===== config.mk =====
export PLATFORM = sky130hd
export DESIGN_NAME = cuckoo_lookup
export DESIGN_NICKNAME = d
export VERILOG_FILES = /design/src/rtl/cuckoo_lookup.sv
export SDC_FILE = /design/constraint.sdc
export NUM_CORES = 1
export LEC_CHECK = 0
export ABC_CLOCK_PERIOD_IN_PS = 3100
export CAP_MARGIN = 40
export CORE_MARGIN = 8
export CORE_UTILIZATION = 44
export CTS_CLUSTER_DIAMETER = 100
export DETAILED_ROUTE_END_ITERATION = 10
export GPL_ROUTABILITY_DRIVEN = 0
export HOLD_SLACK_MARGIN = 0.08
export PLACE_DENSITY = 0.8
export SLEW_MARGIN = 20
export SYNTH_ARGS = -nofsm -noshare
export SYNTH_HDL_FRONTEND = slang
export SYNTH_SLANG_ARGS = --single-unit

===== constraint.sdc =====
create_clock -name clk -period 3.1 [get_ports clk]
set_clock_uncertainty 0.1 [all_clocks]
set_input_delay 0.31 -clock clk [delete_from_list [all_inputs] [get_ports clk]]
set_output_delay 0.31 -clock clk [all_outputs]
set_load 0.02 [all_outputs]

===== src/rtl/cuckoo_lookup.sv =====
// Read-side lookup engine for a two-table cuckoo hash store: probes table1, then table2, and reports hit/table/index.
// Optional hit/miss counters are built when CUCKOO_LOOKUP_STATS_EN is defined.
module cuckoo_lookup #(
  parameter int unsigned DATA_W = 32,
  parameter int unsigned IDX_W  = 5
`ifdef CUCKOO_LOOKUP_STATS_EN
  ,
  parameter int unsigned STAT_W = 16
`endif
) (
  input  logic              clk,
  input  logic              reset,
  input  logic              req_valid,
  output logic              req_ready,
  input  logic [DATA_W-1:0] req_key,
  input  logic [IDX_W-1:0]  req_idx1,
  input  logic [IDX_W-1:0]  req_idx2,
  output logic              t1_rd_en,
  output logic [IDX_W-1:0]  t1_rd_addr,
  input  logic [DATA_W-1:0] t1_rd_data,
  input  logic              t1_rd_filled,
  output logic              t2_rd_en,
  output logic [IDX_W-1:0]  t2_rd_addr,
  input  logic [DATA_W-1:0] t2_rd_data,
  input  logic              t2_rd_filled,
  output logic              rsp_valid,
  input  logic              rsp_ready,
  output logic              rsp_hit,
  output logic              rsp_table,
  output logic [IDX_W-1:0]  rsp_index,
  output logic [DATA_W-1:0] rsp_key
`ifdef CUCKOO_LOOKUP_STATS_EN
  ,
  input  logic              stats_clr,
  output logic [STAT_W-1:0] hit_count,
  output logic [STAT_W-1:0] miss_count
`endif
);

  localparam logic [2:0] S_IDLE = 3'd0;
  localparam logic [2:0] S_RD1  = 3'd1;
  localparam logic [2:0] S_CMP1 = 3'd2;
  localparam logic [2:0] S_RD2  = 3'd3;
  localparam logic [2:0] S_CMP2 = 3'd4;
  localparam logic [2:0] S_RESP = 3'd5;

  logic [2:0]        state_q, state_d;
  logic [DATA_W-1:0] key_q, key_d;
  logic [IDX_W-1:0]  idx1_q, idx1_d;
  logic [IDX_W-1:0]  idx2_q, idx2_d;

  logic              req_ready_d;
  logic              t1_rd_en_d, t2_rd_en_d;
  logic [IDX_W-1:0]  t1_rd_addr_d, t2_rd_addr_d;
  logic              rsp_valid_d, rsp_hit_d, rsp_table_d;
  logic [IDX_W-1:0]  rsp_index_d;
  logic [DATA_W-1:0] rsp_key_d;

  logic t1_match_c, t2_match_c;

  // An empty slot never matches, even if its stale data equals the key.
  assign t1_match_c = t1_rd_filled && (t1_rd_data == key_q);
  assign t2_match_c = t2_rd_filled && (t2_rd_data == key_q);

  // Next-state and next-output logic; strobes are raised on entry to RD1/RD2 so they are high in those states.
  always_comb begin
    state_d      = state_q;
    key_d        = key_q;
    idx1_d       = idx1_q;
    idx2_d       = idx2_q;
    req_ready_d  = req_ready;
    t1_rd_en_d   = 1'b0;
    t2_rd_en_d   = 1'b0;
    t1_rd_addr_d = t1_rd_addr;
    t2_rd_addr_d = t2_rd_addr;
    rsp_valid_d  = rsp_valid;
    rsp_hit_d    = rsp_hit;
    rsp_table_d  = rsp_table;
    rsp_index_d  = rsp_index;
    rsp_key_d    = rsp_key;

    case (state_q)
      S_IDLE: begin
        if (req_valid && req_ready) begin
          key_d        = req_key;
          idx1_d       = req_idx1;
          idx2_d       = req_idx2;
          req_ready_d  = 1'b0;
          t1_rd_en_d   = 1'b1;
          t1_rd_addr_d = req_idx1;
          state_d      = S_RD1;
        end
      end
      S_RD1: state_d = S_CMP1;
      S_CMP1: begin
        if (t1_match_c) begin
          rsp_valid_d = 1'b1;
          rsp_hit_d   = 1'b1;
          rsp_table_d = 1'b0;
          rsp_index_d = idx1_q;
          rsp_key_d   = key_q;
          state_d     = S_RESP;
        end else begin
          t2_rd_en_d   = 1'b1;
          t2_rd_addr_d = idx2_q;
          state_d      = S_RD2;
        end
      end
      S_RD2: state_d = S_CMP2;
      S_CMP2: begin
        rsp_valid_d = 1'b1;
        rsp_key_d   = key_q;
        if (t2_match_c) begin
          rsp_hit_d   = 1'b1;
          rsp_table_d = 1'b1;
          rsp_index_d = idx2_q;
        end else begin
          rsp_hit_d   = 1'b0;
          rsp_table_d = 1'b0;
          rsp_index_d = '0;
        end
        state_d = S_RESP;
      end
      S_RESP: begin
        if (rsp_ready) begin
          rsp_valid_d = 1'b0;
          req_ready_d = 1'b1;
          state_d     = S_IDLE;
        end
      end
      default: begin
        rsp_valid_d = 1'b0;
        req_ready_d = 1'b1;
        state_d     = S_IDLE;
      end
    endcase
  end

  // State and registered outputs.
  always_ff @(posedge clk or negedge reset) begin
    if (!reset) begin
      state_q    <= S_IDLE;
      key_q      <= '0;
      idx1_q     <= '0;
      idx2_q     <= '0;
      req_ready  <= 1'b1;
      t1_rd_en   <= 1'b0;
      t2_rd_en   <= 1'b0;
      t1_rd_addr <= '0;
      t2_rd_addr <= '0;
      rsp_valid  <= 1'b0;
      rsp_hit    <= 1'b0;
      rsp_table  <= 1'b0;
      rsp_index  <= '0;
      rsp_key    <= '0;
    end else begin
      state_q    <= state_d;
      key_q      <= key_d;
      idx1_q     <= idx1_d;
      idx2_q     <= idx2_d;
      req_ready  <= req_ready_d;
      t1_rd_en   <= t1_rd_en_d;
      t2_rd_en   <= t2_rd_en_d;
      t1_rd_addr <= t1_rd_addr_d;
      t2_rd_addr <= t2_rd_addr_d;
      rsp_valid  <= rsp_valid_d;
      rsp_hit    <= rsp_hit_d;
      rsp_table  <= rsp_table_d;
      rsp_index  <= rsp_index_d;
      rsp_key    <= rsp_key_d;
    end
  end

`ifdef CUCKOO_LOOKUP_STATS_EN
  logic rsp_fire_c;
  assign rsp_fire_c = rsp_valid && rsp_ready;

  // Saturating hit/miss counters; clear wins over a same-cycle increment.
  always_ff @(posedge clk or negedge reset) begin
    if (!reset) begin
      hit_count  <= '0;
      miss_count <= '0;
    end else if (stats_clr) begin
      hit_count  <= '0;
      miss_count <= '0;
    end else if (rsp_fire_c) begin
      if (rsp_hit && (hit_count != {STAT_W{1'b1}}))
        hit_count <= hit_count + STAT_W'(1);
      if (!rsp_hit && (miss_count != {STAT_W{1'b1}}))
        miss_count <= miss_count + STAT_W'(1);
    end
  end
`endif

endmodule


==> results of run 1 <==
==> what timing repair did <==
| action | CTS | global route |
|---|---|---|
| setup endpoints to repair | 0 | 0 |
| buffers inserted | 0 | 0 |
| endpoints found under the hold margin | 37 | 0 |
| hold buffers | 1 | 0 |
==> cell type report <==
cell class	count	area (um^2)
Fill cell	790	3330
Sequential cell	93	2330
Multi-Input combinational cell	219	1950
Timing Repair Buffer	172	1750
Tap cell	133	166
Clock buffer	9	124
Clock inverter	7	56.3
Inverter	8	30.0
==> cell usage after synthesis (all sizes together) (3+ instances only) <==
cell type  instances
a21oi              5
a2bb2oi            5
buf                9
clkbuf             3
dfrtp             92
inv                8
mux2              76
nand2             13
nand2b            11
nand3              4
nand4              4
nor2               6
nor2b              4
nor4              11
o21ai              6
o31ai              5
xnor2             18
xor2              37
==> final timing paths <==
| kind | startpoint | end | slack, ns | depth (start not counted) |
|---|---|---|---|---|
| worst max-delay path | key_q[21] | t2_rd_addr[4] | 0.61 | 7 |
| worst min-delay path | reset | t2_rd_addr[2] | 0.37 | 2 |
| worst max register to register | key_q[21] | t2_rd_addr[4] | 0.61 | 7 |
| worst min register to register | req_ready | req_ready | 0.40 | 2 |
| max in group asynchronous | reset | req_ready | 1.90 | 3 |
| min in group clk | req_ready | req_ready | 0.40 | 2 |
==> stage by stage <==
stage,area (um^2),utilization,power (mW),setup WS [ns],hold slack [ns]
2_1_floorplan,4380,-,3.73,0.889,-0.0856
3_3_place_gp,6180,0.635,4.86,0.328,0.373
3_5_place_dp,6210,0.638,4.94,0.329,0.221
4_1_cts,6400,0.658,5.72,0.592,0.376
5_1_grt,6400,0.658,5.98,0.464,0.414
6_report,6400,0.658,5.65,0.613,0.371
==> sequential cells by signal (all words and copies together) (netlist names) <==
signal      flops
rsp_valid       1
rsp_table       1
rsp_key        32
t1_rd_en        1
key_q          32
idx2_q          5
t2_rd_addr      5
t2_rd_en        1
rsp_hit         1
idx1_q          5
rsp_index       5
req_ready       1
state_q         3
==> logic make-up (layout without fill, tap and decap cells) <==
family                    Yosys count  in the layout
xor gates and xnor gates           55             55
and+or+nand+nor                    57             57
buffers and inverters              20            196
AOI/OAI and AO/OA                  31             31
DFF                                93             93
muxes                              76             76
==> metal layers <==
| metal | GRT usage | vias up | share of wire |
|---|---|---|---|
| li1 | - | 1510 | - |
| met1 | 0.228 | 1567 | 0.41 |
| met2 | 0.332 | 110 | 0.50 |
| met3 | 0.0521 | 15 | 0.074 |
| met4 | 0.0536 | 2 | 0.014 |
| met5 | 0 | - | 0.0014 |
==> power groups by stage <==
stage / Clock [mW] / Sequential (mW) / Combinational, mW
final: 0.762 / 2.34 / 2.55
after global routing: 0.829 / 2.43 / 2.73
after CTS: 0.780 / 2.35 / 2.59
after detailed placement: 0 / 2.37 / 2.57
after global placement: 0 / 2.35 / 2.51
after floorplan: 0 / 2.57 / 1.16
==> impl_metrics.yaml, run 1 <==
run_status:
  status: "completed"
synth:
  synth_xor_xnor_area_share: 0.110
  yosysWarnings: 0
  synthCells: 332
  synth-edff-count: 0
  synthMuxAreaShare: 0.198
  synth-simple-area-share: 0.0812
  seq_area_frac_synth: 0.532
  ys_ff_latch: 93
  synth_fa_ha_area_frac: 0
  yosysTopAreaCell: "dfrtp_1"
  synth_top_area_share: 0.526
  synth-main-ff-cell: "dfrtp_1"
  ys_top_cells_by_area: "dfrtp_1 53%, mux2_2 19%, xor2_1 7.4%, xnor2_1 3.6%, nand2b_1 1.6%"
  synth_top_family_by_area: "multiplexers"
  synth_async_sr_flop_share: 1.00
  synth_nets: 444
  yosysUniqueCellTypes: 39
  postSynthAreaPerCell_um2: 13.2
  synth_compound_area_frac: 0.0540
  synthesis.area_um2: 4380
grt:
  overflow: 0
  grt_pass1_vias: 3648
  grt_pass1_wl_um: 19600
  antenna_found_initial: 1
  grt_max_degree: 45
  grt_usage: 0.192
final_layout:
  mostFrequentLayoutCell: "clkdlybuf4s50_1"
  nNetsFinal: 615
  area_delta_synth_final_pct: 46.2
  antenna_cells: 0
  final_cells: 641
  layout_common_cells: "163 x clkdlybuf4s50_1, 92 x dfrtp_1, 73 x mux2_2"
  drive_gt1_frac: 0.217
worst_setup_path:
  cp_top_family: "simple AND/OR/NAND/NOR gates"
  cp_slowest_stage_delay_ns: 0.47
  cpMaxStageDelayCell: "dfrtp_1"
  arrival_ns: 2.63
  path_buf_inv: 1
  crit_chain: "xor2_1 > nor4_1 > and4_1 > nand4_4 > buf_4 > nand2b_1 > mux2_2"
  setup.worst_path.class: "reg -> reg"
  worstPathMaxFanout: 9
  start_kind: "register"
  required_ns: 3.24
  cp-end-kind: "register"
sta:
  hold_violations: 0
  period_share: 0.802
  setup_viol: 0
  maxSlewHeadroom: 0.520
  grt_setup_unrepaired: "false"
  min_period_ns: 2.49
  tightest_slew_ns: 0.714
  setup-tns-final_ns: 0
  slew_violations: 0
  max_freq_mhz: 402
power_and_ir_drop:
  power_frac_clock: 0.135
  p_sw_mw: 2.13
  p_per_area_nw_per_um2: 883
  p_int_mw: 3.52
  vdd_drop_max_v: 0.000443
  pwr-share-comb: 0.451
  leakagePower_nw: 2.64
  switching_share: 0.377
  p_seq_frac: 0.414
detailed_routing:
  viasPerCell: 5.00
  drtAntennaViolNets: 0
  routed_wl_um: 12600
  num_vias: 3204
  drc: 0
  firstDrtPassIters: 4
  drt_iter0_drc: 161
  wire_per_inst_um: 19.7
clocking:
  cts_buffers: 9
  clockBufferDepth: 2
  cts_tree: "built"
  cts_resized: 0
  clk_pin_slew_worst_paths_ns: 0.11
  cts_root_buf: "clkbuf_8"
  insertion_delay_ns: 0.36
  clkSinkCount: 93
  cts_max_level: 3
die:
  coreArea_um2: 9730
  initial_core_util: 0.450
  fp-row-count: 36
  ios: 165
  die_w_um: 116
  dieArea_um2: 13400
  die_y_um: 116
place:
  dp_cells: 624
  dp.final_hpwl_um: 10100
  port_buffers: 164
job:
  maxCapViolCount: 0
min_path:
  hp-class: "in -> async"
Power figures use the tool's default switching activity.
==> run 2, diff against run 1 <==
--- a/config.mk
+++ b/config.mk
@@ -5,7 +5,7 @@
 export SDC_FILE = /design/constraint.sdc
 export NUM_CORES = 1
 export LEC_CHECK = 0
-export ABC_CLOCK_PERIOD_IN_PS = 3100
+export ABC_CLOCK_PERIOD_IN_PS = 2400
 export CAP_MARGIN = 40
 export CORE_MARGIN = 8
 export CORE_UTILIZATION = 44
==> constraint.sdc (replaced) <==
create_clock -name clk -period 2.4 [get_ports clk]
set_clock_uncertainty 0.1 [all_clocks]
set_input_delay 0.24 -clock clk [delete_from_list [all_inputs] [get_ports clk]]
set_output_delay 0.24 -clock clk [all_outputs]
set_load 0.02 [all_outputs]
==> run 2 against run 1 <==
Combinational power grew 48%. Worst setup slack lost 0.59 ns. Flip-flop and latch count is the same. Wire length grew 4.7%. Count of clock-buffer cells in the layout grew 1. Critical path type unchanged. Critical endpoint is now rsp_key[29]. Largest power group unchanged.
==> impl_metrics.yaml, run 2 (synthesis gave the netlist of run 1 again) <==
sta:
  min_period_ns: 2.37
  maxSlewHeadroom: 0.644
  grt_setup_unrepaired: "true"
  setup-tns-final_ns: 0
  max_freq_mhz: 421
  hold_violations: 0
  setup_viol: 0
  tightest_slew_ns: 0.534
  period_share: 0.989
  setup_slack_ns: 0.0257
  slew_violations: 0
die:
  ios: 165
  fp-row-count: 36
  coreArea_um2: 9730
  die_w_um: 116
  initial_core_util: 0.450
  dieArea_um2: 13400
  die_y_um: 116
power_and_ir_drop:
  switching_share: 0.359
  leakagePower_nw: 2.85
  pwr-share-comb: 0.476
  power_frac_clock: 0.150
  p_seq_frac: 0.374
  p_per_area_nw_per_um2: 1170
  power.total_mw: 7.93
  p_sw_mw: 2.85
  vdd_drop_max_v: 0.000627
  p_int_mw: 5.08
worst_setup_path:
  start_kind: "register"
  cp_slowest_stage_delay_ns: 0.40
  cp_top_family: "simple AND/OR/NAND/NOR gates"
  worstPathMaxFanout: 7
  cpMaxStageDelayCell: "dfrtp_1"
  crit_chain: "xor2_1 > nor4_2 > buf_4 > and4_4 > nand4_4 > o21ai_4 > buf_12 > clkbuf_16 > mux2_2"
  arrival_ns: 2.52
  required_ns: 2.55
  cp-end-kind: "register"
  setup.worst_path.class: "reg -> reg"
  path_buf_inv: 3
detailed_routing:
  routed_wl_um: 13200
  drt_iter0_drc: 90
  drtAntennaViolNets: 0
  wire_per_inst_um: 19.9
  firstDrtPassIters: 4
  num_vias: 3310
  drc: 0
  viasPerCell: 4.99
place:
  dp.final_hpwl_um: 10100
  port_buffers: 164
  place_ws_ns: -0.326
grt:
  grt_usage: 0.193
  grt_pass1_wl_um: 19600
  overflow: 0
  antenna_found_initial: 0
  grt_pass1_vias: 3585
  grt_max_degree: 41
clocking:
  clk_pin_slew_worst_paths_ns: 0.10
  cts_buffers: 9
  clkSinkCount: 93
  cts_root_buf: "clkbuf_8"
  cts_tree: "built"
  clockBufferDepth: 2
  insertion_delay_ns: 0.35
  cts_max_level: 3
final_layout:
  mostFrequentLayoutCell: "clkdlybuf4s50_1"
  antenna_cells: 0
  layout_common_cells: "163 x clkdlybuf4s50_1, 91 x dfrtp_1, 57 x mux2_2"
  area_delta_synth_final_pct: 54.2
  top_regs: "key_q: 32 flops, rsp_key: 32 flops"
  drive_gt1_frac: 0.260
  nNetsFinal: 637
run_status:
  status: "completed"
min_path:
  hp-class: "in -> async"
job:
  maxCapViolCount: 0
## run 2: layout make-up
type | count | area (um^2)
Clock buffer | 10 | 138
Clock inverter | 6 | 93.8
Fill cell | 739 | 2980
Inverter | 8 | 30.0
Multi-Input combinational cell | 219 | 2050
Sequential cell | 93 | 2330
Tap cell | 133 | 166
Timing Repair Buffer | 194 | 1940
## run 2: worst paths after layout
path,cells after the start,to,slack [ns],from
min in group clk,3,key_q[9],0.34,req_key[9]
hold reg to reg,1,rsp_valid,0.41,rsp_valid
hold / removal,2,rsp_hit,0.31,reset
setup reg to reg,9,rsp_key[29],0.03,key_q[20]
setup / recovery,9,rsp_key[29],0.03,key_q[20]
max in group asynchronous,3,key_q[5],1.15,reset
## run 2: layer usage
layer | wire length, um | part of all wire | vias up | track usage
met4 | 174 | 0.013 | 0 | 0.0415
met3 | 919 | 0.070 | 13 | 0.0532
met2 | 6650 | 0.50 | 107 | 0.334
met5 | 0 | 0 | - | 0
met1 | 5450 | 0.41 | 1637 | 0.233
li1 | - | - | 1553 | -
## run 2: repair_timing
item,4_1_cts,5_1_grt
pin swaps,2,6
endpoints found under the setup margin,37,32
endpoints found under the hold margin,37,0
buffers inserted,0,5
gates cloned,0,3
gates resized for setup,3,24
hold buffers,1,0
## run 2: power by group through the flow
stage / clock [mW] / sequential [mW] / combinational [mW]
2_1_floorplan: 0 / 3.32 / 1.50
4_1_cts: 1.21 / 2.96 / 3.52
3_3_place_gp: 0 / 2.96 / 3.41
3_5_place_dp: 0 / 2.98 / 3.48
5_1_grt: 1.28 / 3.07 / 4.02
6_report: 1.19 / 2.97 / 3.77
## run 2: per-stage QoR
stage	hold slack [ns]	area, um^2	instances	utilization
detailed placement	0.152	6280	638	0.646
global route	0.347	6750	663	0.694
global placement	0.148	6280	638	0.646
finish	0.310	6750	663	0.694
CTS	0.315	6540	655	0.672
floorplan	-0.156	4380	332	-
